===== config.mk =====
export PLATFORM = sky130hd
export DESIGN_NAME = uart_rx
export DESIGN_NICKNAME = d
export VERILOG_FILES = /design/src/rtl/uart_pkg.sv /design/src/rtl/sync_2ff.sv /design/src/rtl/uart_rx.sv
export SDC_FILE = /design/constraint.sdc
export NUM_CORES = 1
export LEC_CHECK = 0
export BUFFER_PORTS_ARGS = -buffer_cell sky130_fd_sc_hd__buf_4
export CORE_UTILIZATION = 46
export DETAILED_ROUTE_END_ITERATION = 16
export MAX_ROUTING_LAYER = met4
export PLACE_DENSITY = 0.79
export SYNTH_ARGS = -nofsm -noshare
export SYNTH_HDL_FRONTEND = slang
export SYNTH_SLANG_ARGS = --single-unit

===== constraint.sdc =====
create_clock -name clk -period 1.75 [get_ports clk]
set_input_delay 0.175 -clock clk [delete_from_list [all_inputs] [get_ports clk]]
set_output_delay 0.175 -clock clk [all_outputs]
set_load 0.02 [all_outputs]

===== src/rtl/uart_pkg.sv =====
// Shared types and helpers for the UART receive path.
// States, default frame constants and the 3-sample majority vote.
package uart_pkg;

  localparam int unsigned OVERSAMPLE_DEF = 16;
  localparam int unsigned DATA_BITS_DEF  = 8;

  typedef enum logic [2:0] {
    StIdle,
    StStart,
    StData,
    StParity,
    StStop
  } rx_state_e;

  function automatic logic maj3(input logic a, input logic b, input logic c);
    return (a & b) | (a & c) | (b & c);
  endfunction

endpackage


===== src/rtl/sync_2ff.sv =====
// Two-flop synchronizer for a single asynchronous bit.
// ResetValue sets the state both flops take while rst_ni is low.
module sync_2ff #(
  parameter bit ResetValue = 1'b1
) (
  input  logic clk_i,
  input  logic rst_ni,
  input  logic d_i,
  output logic q_o
);

  logic [1:0] sync_q, sync_d;

  always_comb begin
    sync_d = {sync_q[0], d_i};
  end

  always_ff @(posedge clk_i or negedge rst_ni) begin
    if (!rst_ni) begin
      sync_q <= {2{ResetValue}};
    end else begin
      sync_q <= sync_d;
    end
  end

  assign q_o = sync_q[1];

endmodule


===== src/rtl/uart_rx.sv =====
// Oversampling UART receiver with a one-entry valid/ready holding register.
// Define UART_RX_PARITY_EN to expect an even-parity bit between data and stop.
module uart_rx
  import uart_pkg::*;
#(
  parameter int unsigned OVERSAMPLE = OVERSAMPLE_DEF,
  parameter int unsigned DATA_BITS  = DATA_BITS_DEF
) (
  input  logic                 clk,
  input  logic                 rst_n,
  input  logic                 data_in,
  output logic [DATA_BITS-1:0] data_out,
  output logic                 valid,
  input  logic                 ready,
  output logic                 frame_err,
  output logic                 overrun,
  output logic                 parity_err
);

  localparam int unsigned Mid   = OVERSAMPLE / 2;
  localparam int unsigned TickW = $clog2(OVERSAMPLE);
  localparam int unsigned CntW  = $clog2(DATA_BITS);

  localparam logic [TickW-1:0] TickSamp0 = TickW'(Mid - 1);
  localparam logic [TickW-1:0] TickSamp1 = TickW'(Mid);
  localparam logic [TickW-1:0] TickDec   = TickW'(Mid + 1);
  localparam logic [TickW-1:0] TickLast  = TickW'(OVERSAMPLE - 1);
  localparam logic [CntW-1:0]  CntLast   = CntW'(DATA_BITS - 1);

  logic rx_s;

  sync_2ff #(
    .ResetValue(1'b1)
  ) u_sync (
    .clk_i (clk),
    .rst_ni(rst_n),
    .d_i   (data_in),
    .q_o   (rx_s)
  );

  rx_state_e            state_q, state_d;
  logic [TickW-1:0]     tick_q, tick_d;
  logic [CntW-1:0]      bit_cnt_q, bit_cnt_d;
  logic [DATA_BITS-1:0] shift_q, shift_d;
  logic [1:0]           samp_q, samp_d;
  logic                 armed_q, armed_d;
  logic                 par_q, par_d;

  logic [DATA_BITS-1:0] data_out_q, data_out_d;
  logic                 valid_q, valid_d;
  logic                 frame_err_q, frame_err_d;
  logic                 overrun_q, overrun_d;
  logic                 parity_err_q, parity_err_d;

  logic maj;
  logic at_dec;
  logic at_end;
  logic stop_dec;
  logic stop_bit;
  logic par_bad;

  assign maj    = maj3(samp_q[0], samp_q[1], rx_s);
  assign at_dec = (tick_q == TickDec);
  assign at_end = (tick_q == TickLast);

`ifdef UART_RX_PARITY_EN
  // Even parity: data bits plus the received parity bit must XOR to zero.
  assign par_bad = ^{shift_q, par_q};
`else
  assign par_bad = 1'b0;
`endif

  // Frame sequencing
  always_comb begin
    state_d   = state_q;
    tick_d    = tick_q;
    bit_cnt_d = bit_cnt_q;
    shift_d   = shift_q;
    samp_d    = samp_q;
    armed_d   = armed_q;
    par_d     = par_q;
    stop_dec  = 1'b0;
    stop_bit  = 1'b0;

    if (state_q != StIdle) begin
      tick_d = at_end ? '0 : tick_q + 1'b1;
      if (tick_q == TickSamp0) samp_d[0] = rx_s;
      if (tick_q == TickSamp1) samp_d[1] = rx_s;
    end

    unique case (state_q)
      StIdle: begin
        tick_d = '0;
        if (rx_s) begin
          armed_d = 1'b1;
        end else if (armed_q) begin
          // The detect cycle itself is tick 0 of the start bit.
          state_d = StStart;
          tick_d  = TickW'(1);
          armed_d = 1'b0;
        end
      end
      StStart: begin
        if (at_dec && maj) begin
          state_d = StIdle;
          tick_d  = '0;
        end else if (at_end) begin
          state_d   = StData;
          bit_cnt_d = '0;
        end
      end
      StData: begin
        // Shift in from the top so the first bit ends up at index 0.
        if (at_dec) shift_d = {maj, shift_q[DATA_BITS-1:1]};
        if (at_end) begin
          if (bit_cnt_q == CntLast) begin
            bit_cnt_d = '0;
`ifdef UART_RX_PARITY_EN
            state_d   = StParity;
`else
            state_d   = StStop;
`endif
          end else begin
            bit_cnt_d = bit_cnt_q + 1'b1;
          end
        end
      end
`ifdef UART_RX_PARITY_EN
      StParity: begin
        if (at_dec) par_d = maj;
        if (at_end) state_d = StStop;
      end
`endif
      StStop: begin
        // Leave mid stop bit so the next start edge is never missed.
        if (at_dec) begin
          state_d  = StIdle;
          tick_d   = '0;
          stop_dec = 1'b1;
          stop_bit = maj;
        end
      end
      default: begin
        state_d = StIdle;
        tick_d  = '0;
      end
    endcase
  end

  // Holding register, handshake and error pulses
  always_comb begin
    data_out_d   = data_out_q;
    valid_d      = valid_q;
    frame_err_d  = 1'b0;
    overrun_d    = 1'b0;
    parity_err_d = 1'b0;

    if (valid_q && ready) valid_d = 1'b0;

    if (stop_dec) begin
      if (par_bad) begin
        parity_err_d = 1'b1;
      end else if (!stop_bit) begin
        frame_err_d = 1'b1;
      end else if (!valid_q || ready) begin
        data_out_d = shift_q;
        valid_d    = 1'b1;
      end else begin
        overrun_d = 1'b1;
      end
    end
  end

  always_ff @(posedge clk or negedge rst_n) begin
    if (!rst_n) begin
      state_q      <= StIdle;
      tick_q       <= '0;
      bit_cnt_q    <= '0;
      shift_q      <= '0;
      samp_q       <= '0;
      armed_q      <= 1'b0;
      par_q        <= 1'b0;
      data_out_q   <= '0;
      valid_q      <= 1'b0;
      frame_err_q  <= 1'b0;
      overrun_q    <= 1'b0;
      parity_err_q <= 1'b0;
    end else begin
      state_q      <= state_d;
      tick_q       <= tick_d;
      bit_cnt_q    <= bit_cnt_d;
      shift_q      <= shift_d;
      samp_q       <= samp_d;
      armed_q      <= armed_d;
      par_q        <= par_d;
      data_out_q   <= data_out_d;
      valid_q      <= valid_d;
      frame_err_q  <= frame_err_d;
      overrun_q    <= overrun_d;
      parity_err_q <= parity_err_d;
    end
  end

  assign data_out   = data_out_q;
  assign valid      = valid_q;
  assign frame_err  = frame_err_q;
  assign overrun    = overrun_q;
  assign parity_err = parity_err_q;

endmodule


==> results.md, run 1 <==
* Tot GR Track Use at 18.49%
* Die H at 61.12 um
* Main flop type after synthesis: dfrtp_1
* Worst vdd ir at 0.5053 mV
* Largest net degree at the start of global routing at 35
* Async S/R FF share, synth at 100.0%
* Vias in the first global route at 1137
* Multi-input gate area at 724.4 um2
* Longest Clk Path Bufs at 2
* Post-route minimum period at 1.674 ns
* Clock sink count at 34
* Pint at 1.573 mW
* Die area at 0.003736 mm2
* Clock Tree Root: clkbuf_4
* Routed Wire Length at 2.814 mm
* Bufs and invs on worst path at 0
* Unique masters post-synth at 36
* DRC viols at 0
* # setup viols final at 0
* Clock H-tree levels at 2
* Most frequent cells in the layout: dfrtp_1 (32), buf_4 (23), nand2_1 (13), mux2_2 (9), mux2_4 (8)
* Cell area after layout at 0.001946 mm2
* Die width at 61.12 um
* Pwr/cell area at 1147 mW/mm2
* Cell leakage power at 0.9901 nW
* Setup Fix Bufs, Post-CTS at 0
* DR vias at 1064
* Wire per inst at 13.79 um
* RSZ-0062 raised after global routing: true
* Initial antenna violation count at 0
* IO Port Bufs at 14
* Final net count at 166
* Num CTS Buffers at 5
* Slew Limit Fails at 0
* Clock skew at 0.009920 ns
* Dpl hpwl at 2.045 mm
* Syn. warnings at 0
* Synthesized flop and latch total at 34
* Layout cells sized above 1 at 39.24%
* Clock Latency Late Sink at 0.35 ns
* Initial core utilization at 48.18%
* Post-Syn Area at 0.001608 mm2
* Delay-heaviest family, CP: simple AND/OR/NAND/NOR gates
* Seq pwr share at 42.8%
* Comb pwr share at 24.6%
* CP Cell Sequence: ha_2 > and3b_2 > nand4_4 > nand2b_4 > mux2_4
* CTS tree: yes
* Worst path slowest cell: dfrtp_1
* FF+latch area at 853.3 um2
* Kind of start point of the critical path: flop
* CP peak stage delay at 0.44 ns
* Avg Synthesized Cell Area at 12.18 um2
* Syn Nets at 141
* Final period util at 95.67%
* Gpl congestion at 0.7657
* Routed vias/inst at 5.216
* Cell taking the most area after synthesis: dfrtp_1
* Fmax at 597.3 MHz
* First-pass GRT wire length at 4.754 mm
* Grt total ovfl at 0
* Clock transition at path regs at 0.11 ns
* Net Switching at 0.6583 mW
* Syn Inst Count at 132
* Fillers at 276
* ANT cells at 0
* Worst Path Arrival at 1.92 ns
* Post-synth EDFFs at 0
* Max-cap violation count at 0
* Total core area at 0.003337 mm2
* Yosys top cell area share at 49.81%
* Total power draw at 2.231 mW
* DR pass1 iterations at 4
* Worst Setup Path Type: reg2reg
* Worst-path fanout max at 8
* Antenna-violating nets left at 0
* Final Hold Vio Count at 0
* 1st-iter DRT viols at 39
* Synth area leaders: dfrtp_1 (50%), mux2_4 (7.5%), mux2_2 (6.3%), ha_1 (3.9%), dfstp_2 (3.3%)
* Sequential fraction of the synthesis area at 53.07%
* Worst Hold Class: in2reg
* Ports at 16
* Std-Cell Rows at 21
* Commonest non-fill, non-tap cell in the layout: dfrtp_1
* Status: finished, final reports clean
* Area post-placement at 0.001790 mm2
* Clock power frac at 32.6%
* CP endpoint kind: flop
* Net Sw Frac at 29.50%
* Critical Path RT at 1.99 ns
* Total negative slack at 0 ns
* Area delta synth->final at 21.01%
power groups by stage:
stage / logic, mW / clock network, mW / registers [mW]
6_report: 0.549 / 0.727 / 0.956
5_1_grt: 0.615 / 0.782 / 0.965
4_1_cts: 0.526 / 0.752 / 0.953
3_5_place_dp: 0.517 / 0 / 0.967
3_3_place_gp: 0.489 / 0 / 0.956
2_1_floorplan: 0.340 / 0 / 0.947
layout make-up:
type | instances | area share (%)
clock buffer | 5 | 1.929
clock inverter | 3 | 3.537
inverter | 3 | 0.5788
multi-input combinational | 88 | 37.23
sequential | 34 | 43.86
tap | 46 | 2.958
timing repair buffer | 25 | 9.904
sequential cells by signal (all words and copies together) (netlist names):
signal,flops
armed_q,1
bit_cnt_q,3
data_out,8
frame_err,1
overrun,1
samp_q,2
shift_q,8
state_q,3
tick_q,4
u_sync.sync_q,2
valid,1
tightest hold or removal path: stages:
cell      delay [ns]
buf_4           0.07
nand2b_1        0.18
nand2_1         0.07
final timing paths:
check                                 startpoint                to  slack [ns]  depth (start not counted)
worst min register to register  u_sync.sync_q[0]  u_sync.sync_q[1]        0.36                          0
max in group asynchronous                  rst_n  u_sync.sync_q[0]        1.12                          2
worst max register to register         tick_q[0]       data_out[0]        0.08                          5
worst min-delay path                       ready             valid        0.19                          3
min in group asynchronous                  rst_n           overrun        0.29                          2
worst max-delay path                   tick_q[0]       data_out[0]        0.08                          5
timing repair:
| item | CTS | global route |
|---|---|---|
| hold endpoints to repair | 33 | 0 |
| hold buffers | 2 | 0 |
| gates resized for setup | 0 | 8 |
| setup endpoints to repair | 0 | 21 |
metrics by stage:
stage | worst slack [ns] | utilization [%] | std cells | hold WS [ns]
after global placement | 0.08626 | 53.66 | 194 | 0.1323
after floorplan | 0.09179 | - | 132 | -0.1206
after CTS | 0.01092 | 57.44 | 204 | 0.1798
final | 0.07573 | 58.31 | 204 | 0.1895
after detailed placement | 0.02312 | 53.66 | 194 | 0.1461
after global routing | 0.002210 | 58.31 | 204 | 0.2049
cell usage after synthesis (all sizes together) (2+ instances only):
| cell | count |
|---|---|
| a22o | 4 |
| nor2 | 7 |
| ha | 5 |
| nand3 | 3 |
| o21ai | 5 |
| nor3b | 3 |
| a21oi | 8 |
| nand2 | 13 |
| nand3b | 2 |
| nand2b | 2 |
| nand4 | 2 |
| and3b | 2 |
| buf | 5 |
| dfrtp | 32 |
| inv | 3 |
| mux2 | 18 |
| nor3 | 5 |
| dfstp | 2 |
| clkbuf | 2 |
cell families after synthesis:
| kind of cell | count (synthesis) | share of synthesized area, % |
|---|---|---|
| adder cells (fa/ha/maj) | 6 | 4.591 |
| AO/OA/AOI/OAI | 19 | 7.626 |
| buffers and inverters | 10 | 3.658 |
| other | 1 | 0.2332 |
| XOR/XNOR | 1 | 0.5448 |
| AND/OR/NAND/NOR | 43 | 15.80 |
| multiplexers | 18 | 14.48 |
| flip-flops | 34 | 53.07 |
per-layer routing:
metal | wire length (um) | part of all wire [%] | up-vias | global-route usage (%)
met3 | 135 | 4.8 | 5 | 7.143
met1 | 1148 | 41 | 512 | 17.71
li1 | - | - | 517 | -
met4 | 42 | 1.5 | 0 | 7.792
met5 | 0 | 0 | - | -
met2 | 1486 | 53 | 30 | 32.92
Power figures use the tool's default switching activity.
==> run 2, diff against run 1 <==
--- a/config.mk
+++ b/config.mk
@@ -6,6 +6,7 @@
 export NUM_CORES = 1
 export LEC_CHECK = 0
 export BUFFER_PORTS_ARGS = -buffer_cell sky130_fd_sc_hd__buf_4
+export CAP_MARGIN = 40
 export CORE_UTILIZATION = 46
 export DETAILED_ROUTE_END_ITERATION = 16
 export MAX_ROUTING_LAYER = met4
@@ -13,3 +14,4 @@
 export SYNTH_ARGS = -nofsm -noshare
 export SYNTH_HDL_FRONTEND = slang
 export SYNTH_SLANG_ARGS = --single-unit
+export TNS_END_PERCENT = 20
==> constraint.sdc (replaced) <==
create_clock -name clk -period 1.75 [get_ports clk]
set_input_delay 0.35 -clock clk [delete_from_list [all_inputs] [get_ports clk]]
set_output_delay 0.35 -clock clk [all_outputs]
set_load 0.02 [all_outputs]
==> results.md, run 2 (synthesis gave the netlist of run 1 again) <==
* CP Launch Point: tick_q[0] (unchanged)
* Ports at 16 (unchanged)
* Clock transition at path regs at 0.11 ns (about the same)
* Worst-path fanout max at 8 (unchanged)
* Cells on Worst Hold Path at 1 (was 3)
* Routed Wire Length at 2.807 mm (was 2.814 mm)
* Min-delay src: data_in (was ready)
* IO Port Bufs at 14 (unchanged)
* RSZ-0062 raised after global routing: true (unchanged)
* Routed vias/inst at 5.222 (was 5.216)
* Flop2flop setup slack at 0.08 ns (about the same)
* Critical Path RT at 1.99 ns (about the same)
* Final net count at 165 (was 166)
* Max-cap violation count at 0 (unchanged)
* Worst Setup Path Type: reg2reg (unchanged)
* Longest Clk Path Bufs at 2 (unchanged)
* # setup viols final at 0 (unchanged)
* Clock H-tree levels at 2 (unchanged)
* Worst r2r src: tick_q[0] (unchanged)
* Kind of start point of the critical path: flop (unchanged)
* Slew Limit Fails at 0 (unchanged)
* CP endpoint kind: flop (unchanged)
* Num CTS Buffers at 5 (unchanged)
* Worst Hold Class: in2reg (unchanged)
* Vias in the first global route at 1125 (was 1137)
* Clock Tree Root: clkbuf_4 (unchanged)
* Most frequent cells in the layout: dfrtp_1 (32), buf_4 (23), nand2_1 (13), mux2_2 (9), mux2_4 (8) (unchanged)
* Tot GR Track Use at 18.40% (was 18.49%)
* Wire per inst at 13.83 um (was 13.79 um)
* Initial core utilization at 48.18% (unchanged)
* Gpl congestion at 0.7657 (unchanged)
* Clock sink count at 34 (unchanged)
* Die width at 61.12 um (unchanged)
* CTS tree: yes (unchanged)
* DR pass1 iterations at 4 (unchanged)
* DRC viols at 0 (unchanged)
* Worst vdd ir at 0.4973 mV (was 0.5053 mV)
* Commonest non-fill, non-tap cell in the layout: dfrtp_1 (unchanged)
* Area post-placement at 0.001790 mm2 (unchanged)
* Std-Cell Rows at 21 (unchanged)
* Grt total ovfl at 0 (unchanged)
* Cell area after layout at 0.001936 mm2 (was 0.001946 mm2)
* Fmax at 597.3 MHz (unchanged)
* Clock skew at 0.009920 ns (about the same)
* Reg2reg path depth at 5 (unchanged)
* Worst Path Arrival at 1.92 ns (about the same)
* Fillers at 277 (was 276)
* Dpl hpwl at 2.045 mm (unchanged)
* Die H at 61.12 um (unchanged)
* Cell leakage power at 0.9859 nW (was 0.9901 nW)
* Clock Latency Late Sink at 0.35 ns (about the same)
* ANT cells at 0 (unchanged)
* Worst hold endpoint: u_sync.sync_q[0] (was valid)
* Worst reg2reg endpoint: data_out[0] (unchanged)
* Final period util at 95.67% (unchanged)
* Total core area at 0.003337 mm2 (unchanged)
* Antenna-violating nets left at 0 (unchanged)
* Post-route minimum period at 1.674 ns (unchanged)
* Initial antenna violation count at 0 (unchanged)
* Layout cells sized above 1 at 39.49% (was 39.24%)
* Die area at 0.003736 mm2 (unchanged)
* Status: finished, final reports clean (unchanged)
* First-pass GRT wire length at 4.726 mm (was 4.754 mm)
* Total negative slack at 0 ns (unchanged)
* Final Hold Vio Count at 0 (unchanged)
* Final Util at 58.01% (was 58.31%)
* Largest net degree at the start of global routing at 35 (unchanged)
* Area delta synth->final at 20.39% (was 21.01%)
* DR vias at 1060 (was 1064)
* 1st-iter DRT viols at 39 (unchanged)
* Pwr/cell area at 1152 mW/mm2 (was 1147 mW/mm2)
[run 2: cell count changes in the layout (fill, tap and decap cells not counted)]
| cell | previous run | this run |
|---|---|---|
| dlygate4sd3_1 | 2 | 1 |
[run 2: per-stage QoR]
stage	cells	power (mW)	worst slack, ns	hold slack, ns
2_1_floorplan	132	1.287	0.09179	0.05441
3_3_place_gp	194	1.445	0.08626	0.3073
3_5_place_dp	194	1.484	0.02312	0.3211
4_1_cts	203	2.229	0.01092	0.08208
5_1_grt	203	2.360	0.002210	0.07785
6_report	203	2.230	0.07573	0.1046
[run 2: worst max-delay path by stage]
stage	endpoint	slack [ns]	cells after the start
finish	data_out[0]	0.08	5
global route	data_out[0]	0.002	5
CTS	data_out[0]	0.01	6
detailed placement	data_out[7]	0.02	6
global placement	data_out[5]	0.09	6
floorplan	data_out[0]	0.09	7
[run 2: final cells by class]
| type | count | area [um2] | area share, % |
|---|---|---|---|
| clock buffer | 5 | 37.54 | 1.939 |
| clock inverter | 3 | 68.82 | 3.555 |
| inverter | 3 | 11.26 | 0.5818 |
| multi-input combinational | 88 | 724.4 | 37.43 |
| sequential | 34 | 853.3 | 44.09 |
| tap | 46 | 57.56 | 2.973 |
| timing repair buffer | 24 | 182.7 | 9.438 |
[run 2: timing repair]
item	in CTS	in global routing
hold endpoints to repair	32	0
setup endpoints to repair	0	21
gates resized for setup	0	8
hold buffers	1	0
setup buffers	0	0
[run 2: worst max-delay path, cell delays in order (launching register included)]
cell      delay (ns)
dfrtp_1         0.44
ha_2            0.18
and3b_2         0.28
nand4_4         0.12
nand2b_4        0.24
mux2_4          0.32
[run 2: power by group]
group          internal (mW)  leakage [nW]  switching [mW]
clock                  0.447        0.0554           0.280
sequential             0.870         0.456          0.0855
combinational          0.255         0.475           0.292
[run 2: metal layers]
metal	vias to the layer above	wire, um	track usage [%]
met3	5	136	7.143
li1	515	-	-
met2	30	1483	32.61
met5	-	0	-
met1	510	1145	17.71
met4	0	42	7.792
